### config.mk
export PLATFORM = sky130hd
export DESIGN_NAME = branch_update_queue
export DESIGN_NICKNAME = d
export VERILOG_FILES = /design/src/rtl/branch_update_queue.sv
export SDC_FILE = /design/constraint.sdc
export NUM_CORES = 1
export LEC_CHECK = 0
export CORE_ASPECT_RATIO = 1.75
export CORE_UTILIZATION = 55
export CTS_CLUSTER_DIAMETER = 80
export CTS_CLUSTER_SIZE = 8
export DETAILED_ROUTE_END_ITERATION = 6
export PLACE_DENSITY_LB_ADDON = 0.08
export SLEW_MARGIN = 20
export SYNTH_ARGS = -nofsm -noshare
export SYNTH_HDL_FRONTEND = slang
export SYNTH_SLANG_ARGS = --single-unit
### constraint.sdc
create_clock -name clk_i -period 2.7 [get_ports clk_i]
set_input_delay 0.405 -clock clk_i [delete_from_list [all_inputs] [get_ports clk_i]]
set_output_delay 0.405 -clock clk_i [all_outputs]
set_load 0.1 [all_outputs]
### src/rtl/branch_update_queue.sv
// Purpose : in-order retirement queue that turns out-of-order branch resolutions into predictor updates.
// Latency : resolve sampled at edge N -> anUpdate_o high in cycle N+2; one retire per cycle.
// Backpressure: alloc_ready_o = !full (a same-cycle retire does not free a slot); a refused alloc is dropped.
//
// Ports:
//   clk_i, reset_n_i                        clock, synchronous active-low reset
//   alloc_valid_i/idx_i/pred_i              fetch-side allocation of a branch entry
//   alloc_ready_o, alloc_tag_o              slot available / tag (tail pointer) the allocation receives
//   resolve_valid_i/tag_i/taken_i           execute-side outcome, any order
//   flush_i                                 discard every in-flight entry, pointers back to 0
//   anUpdate_o, branchAddrWrite_o, brTaken_o, mispredict_o   registered predictor update
//   count_o                                 number of valid entries (0..DEPTH)
//   stat_updates_o, stat_mispred_o          saturating event counters when BRANCH_UPDATE_QUEUE_STATS_EN
//                                           is defined, tied to 0 otherwise
module branch_update_queue #(
    parameter int DEPTH = 8,
    parameter int TAG_W = 3,
    parameter int IDX_W = 5
) (
    input  logic             clk_i,
    input  logic             reset_n_i,
    input  logic             alloc_valid_i,
    input  logic [IDX_W-1:0] alloc_idx_i,
    input  logic             alloc_pred_i,
    output logic             alloc_ready_o,
    output logic [TAG_W-1:0] alloc_tag_o,
    input  logic             resolve_valid_i,
    input  logic [TAG_W-1:0] resolve_tag_i,
    input  logic             resolve_taken_i,
    input  logic             flush_i,
    output logic             anUpdate_o,
    output logic [IDX_W-1:0] branchAddrWrite_o,
    output logic             brTaken_o,
    output logic             mispredict_o,
    output logic [TAG_W:0]   count_o,
    output logic [15:0]      stat_updates_o,
    output logic [15:0]      stat_mispred_o
);

    localparam logic [TAG_W:0] PTR_ONE = (TAG_W+1)'(1);

    logic [DEPTH-1:0] ent_valid;
    logic [DEPTH-1:0] ent_resolved;
    logic [DEPTH-1:0] ent_pred;
    logic [DEPTH-1:0] ent_taken;
    logic [IDX_W-1:0] ent_idx [DEPTH];

    // Pointers carry an extra wrap bit so full and empty are distinguishable.
    logic [TAG_W:0]   head;
    logic [TAG_W:0]   tail;
    logic [TAG_W-1:0] head_lo;
    logic [TAG_W-1:0] tail_lo;
    logic             full;
    logic             do_alloc;
    logic             do_resolve;
    logic             do_retire;

    assign head_lo = head[TAG_W-1:0];
    assign tail_lo = tail[TAG_W-1:0];
    assign full    = (head[TAG_W] != tail[TAG_W]) && (head_lo == tail_lo);

    assign alloc_ready_o = !full;
    assign alloc_tag_o   = tail_lo;
    assign count_o       = tail - head;

    assign do_alloc   = alloc_valid_i && !full;
    // Only registered valid/resolved bits are consulted: a branch allocated this
    // cycle cannot be resolved yet, and the first outcome of an entry wins.
    assign do_resolve = resolve_valid_i && ent_valid[resolve_tag_i] && !ent_resolved[resolve_tag_i];
    // Retire looks at registered state only, so a resolve to the head takes
    // effect in the following cycle (no bypass).
    assign do_retire  = ent_valid[head_lo] && ent_resolved[head_lo];

    always_ff @(posedge clk_i) begin
        if (!reset_n_i) begin
            ent_valid         <= '0;
            ent_resolved      <= '0;
            head              <= '0;
            tail              <= '0;
            anUpdate_o        <= 1'b0;
            branchAddrWrite_o <= '0;
            brTaken_o         <= 1'b0;
            mispredict_o      <= 1'b0;
        end else if (flush_i) begin
            ent_valid    <= '0;
            head         <= '0;
            tail         <= '0;
            anUpdate_o   <= 1'b0;
            mispredict_o <= 1'b0;
        end else begin
            anUpdate_o   <= do_retire;
            mispredict_o <= do_retire && (ent_taken[head_lo] != ent_pred[head_lo]);
            if (do_retire) begin
                ent_valid[head_lo] <= 1'b0;
                head               <= head + PTR_ONE;
                branchAddrWrite_o  <= ent_idx[head_lo];
                brTaken_o          <= ent_taken[head_lo];
            end
            // The resolve target is valid and the alloc target (tail, not full)
            // is invalid, so these never hit the same slot; the retiring head is
            // already resolved, so a resolve cannot touch it either.
            if (do_resolve) begin
                ent_resolved[resolve_tag_i] <= 1'b1;
                ent_taken[resolve_tag_i]    <= resolve_taken_i;
            end
            if (do_alloc) begin
                ent_valid[tail_lo]    <= 1'b1;
                ent_resolved[tail_lo] <= 1'b0;
                ent_idx[tail_lo]      <= alloc_idx_i;
                ent_pred[tail_lo]     <= alloc_pred_i;
                ent_taken[tail_lo]    <= 1'b0;
                tail                  <= tail + PTR_ONE;
            end
        end
    end

`ifdef BRANCH_UPDATE_QUEUE_STATS_EN
    // Counters observe the registered strobes and survive flush.
    always_ff @(posedge clk_i) begin
        if (!reset_n_i) begin
            stat_updates_o <= '0;
            stat_mispred_o <= '0;
        end else begin
            if (anUpdate_o && (stat_updates_o != 16'hFFFF)) begin
                stat_updates_o <= stat_updates_o + 16'd1;
            end
            if (mispredict_o && (stat_mispred_o != 16'hFFFF)) begin
                stat_mispred_o <= stat_mispred_o + 16'd1;
            end
        end
    end
`else
    assign stat_updates_o = 16'd0;
    assign stat_mispred_o = 16'd0;
`endif

endmodule

==> flow_metrics.py <==
metrics = {
    "status": {
        "status": "finished, final reports clean",
    },
    "floorplanning": {
        "fp.dieH_um": 120.2,
        "ios": 63,
        "coreArea_um2": 7672,
        "rows": 42,
        "die_w_um": 69.54,
        "die_area_um2": 8358,
        "initial_core_util_pct": 57.22,
    },
    "worst_hold_path": {
        "hold_path.startpoint": "branchAddrWrite_o[3]",
        "hold_class": "reg -> reg",
    },
    "sta": {
        "rsz0062_at_grt": "false",
        "clock.fmax_mhz": 418.5,
        "maxSlewHeadroom_pct": 63.44,
        "tns_ps": 0,
        "setup_violations": 0,
        "fin_crit_sh_pct": 88.49,
        "min_period_ps": 2389,
        "skew_ps": 5.927,
        "worst_slew_pin_slew_ps": 541.3,
        "hold_violations": 0,
        "finalMaxSlewViolations": 0,
    },
    "placed_design": {
        "place_inst": 500,
        "gp_congestion": 0.8698,
        "placed_cell_area_um2": 4891,
        "dp_hpwl_mm": 8.399,
        "numPortBuffers": 30,
    },
    "worst_setup_path": {
        "worst-path-buf-inv": 2,
        "critPathCaptureType": "primary output",
        "startpoint_type": "flop",
        "cp_slowest_cell": "dfxtp_1",
        "crit_start": "head[2]",
        "path_max_fanout": 6,
        "critPathArrivalTime_ps": 1980,
        "rr_startpoint": "head[2]",
        "crit_required_ps": 2300,
        "crit_type": "reg -> out",
        "critical-path-top-delay-family": "flip-flops",
        "cp_slowest_stage_delay_ps": 540,
        "crit_chain": "inv_2, ha_4, a21oi_1, xor2_4, buf_12",
    },
    "grt": {
        "grt_pass1_wl_mm": 16.52,
        "grt.total_usage_pct": 27.01,
        "grt_overflow_total": 0,
        "grt_pass1_vias": 3150,
        "grt_max_degree": 20,
        "antenna_found_initial": 0,
    },
    "clock_network": {
        "clock_latency_ps": 330,
        "clockRootBuffer": "clkbuf_16",
        "numCtsBuffers": 9,
        "h-tree-depth": 3,
        "cts_resized": 0,
        "clkTransAtPathRegs_ps": 60,
        "cts_tree": "yes",
        "clk_path_buf_depth": 2,
        "post_cts_buffers": 0,
        "hold_buffers": 0,
        "cts_num_sinks": 88,
    },
    "logic_synthesis": {
        "synth-main-ff-cell": "edfxtp_1",
        "synth_top_area_cell": "edfxtp_1",
        "yosysSeqAreaShare_pct": 52.89,
        "avgSynthCellArea_um2": 11.77,
        "synth_seq_cells": 88,
        "yosys-top-cells-area": "edfxtp_1 38%, dfxtp_1 15%, mux4_2 8.7%, buf_4 6.0%, mux2i_1 3.2%",
        "synth-async-reset-ratio_pct": 0,
        "synth_cells": 373,
        "syn-cell-area_um2": 4390,
        "yosys_warnings": 0,
        "synth_cell_types": 47,
        "synth_edf_count": 56,
        "yosysTopAreaCellShare_pct": 38.30,
    },
    "final_layout": {
        "final_cell_area_um2": 5161,
        "multi_input_area_um2": 1832,
        "antenna_cells": 0,
        "area_growth_pct": 17.55,
        "layout_commonest_cell": "edfxtp_1",
        "final_cell_mix": "56 x edfxtp_1, 45 x buf_4, 33 x nor2_1, 32 x conb_1, 32 x dfxtp_1",
        "finalNonFillerCells": 515,
        "nets": 444,
        "regArea_um2": 2322,
        "fin_util_pct": 67.27,
        "drive_gt1_share_pct": 25.06,
        "nFillCells": 589,
    },
    "detailed_routing": {
        "drtPass1Iterations": 4,
        "wl_per_cell_um": 20.70,
        "ant_nets": 0,
        "initialDrtViolationCount": 179,
        "routed_wl_mm": 10.66,
        "drcViolationCount": 0,
        "vias_per_cell": 5.864,
        "num_vias": 3020,
    },
    "pwr": {
        "power.total_mw": 2.924,
        "leakage_nw": 1.860,
        "ir_worst_vdd_v": 0.0004866,
        "power_density_nw_per_um2": 566.5,
    },
    "job": {
        "maxCapViolations": 0,
    },
}
==> Yosys cell counts (2+ instances only) <==
library cell / count
dfxtp_1: 32
edfxtp_1: 56
clkbuf_1: 13
o21ai_0: 10
a21o_1: 2
a31o_2: 5
inv_1: 13
nor4_1: 3
o311ai_0: 2
a21oi_1: 11
nand2_1: 29
xor2_1: 6
mux2i_1: 14
and2_1: 2
nor3_1: 8
ha_1: 5
o21a_1: 5
nor2b_1: 2
nor4b_1: 2
mux2_2: 10
nor2_1: 34
buf_2: 7
nand2b_1: 5
nand4_1: 4
a31oi_1: 9
o31ai_1: 2
or4_1: 2
mux4_2: 17
buf_4: 35
nand3_1: 11
==> power breakdown <==
part	leakage, nW	internal [mW]	switching (mW)
sequential	0.766	1.44	0.00599
clock	0.124	0.622	0.502
combinational	0.970	0.0638	0.290
total	1.86	2.13	0.798
==> metrics by stage <==
stage | hold slack [ps] | worst slack [ps]
finish | 459.3 | 310.7
global route | 488.9 | 241.6
CTS | 464.2 | 313.9
detailed placement | 456.7 | 51.32
global placement | 447.1 | 42.03
floorplan | 463.3 | 16.32
==> final cells by class <==
| cell class | instances | area share, % |
|---|---|---|
| flip-flops and latches | 88 | 44.99 |
| multi-input cells | 247 | 35.49 |
| repair buffers | 64 | 11.20 |
| clock buffers | 9 | 4.364 |
| well taps | 88 | 2.133 |
| inverters | 13 | 0.9455 |
| clock inverters | 6 | 0.8727 |
==> routing by layer <==
metal / vias to the layer above / track usage (%) / part of all wire [%]
met5: - / 0 / 0
met4: 0 / 15.94 / 5.6
met3: 42 / 3.667 / 3.3
met2: 107 / 53.76 / 58
met1: 1473 / 25.14 / 33
li1: 1398 / - / -
==> registers in the layout (all words and copies together), names as in the netlist <==
| signal | count |
|---|---|
| ent_taken | 8 |
| mispredict_o | 1 |
| ent_resolved | 8 |
| ent_pred | 8 |
| ent_valid | 8 |
| brTaken_o | 1 |
| anUpdate_o | 1 |
| tail | 4 |
| ent_idx | 40 |
| branchAddrWrite_o | 5 |
| head | 4 |
==> path summary, 6_finish.rpt <==
path         depth (start not counted)              endpoint  slack, ps
max                                  5            count_o[3]        310
min reg2reg                          2  branchAddrWrite_o[3]        460
max reg2reg                          5           ent_pred[1]        350
min                                  2  branchAddrWrite_o[3]        460
==> worst reg2reg max path, stage by stage, from the launching register on <==
cell	delay, ps
dfxtp_1	540
inv_2	160
ha_4	270
a41oi_2	250
nand3_1	340
nor3_1	450
==> kinds of logic after synthesis <==
group / share of synthesized area (%)
AO/OA/AOI/OAI: 8.236
adder cells (fa/ha/maj): 1.881
AND/OR/NAND/NOR: 11.43
multiplexers: 14.82
buffers and inverters: 9.262
XOR/XNOR: 1.396
flip-flops: 52.89
other: 0.08541
Power figures use the tool's default switching activity.
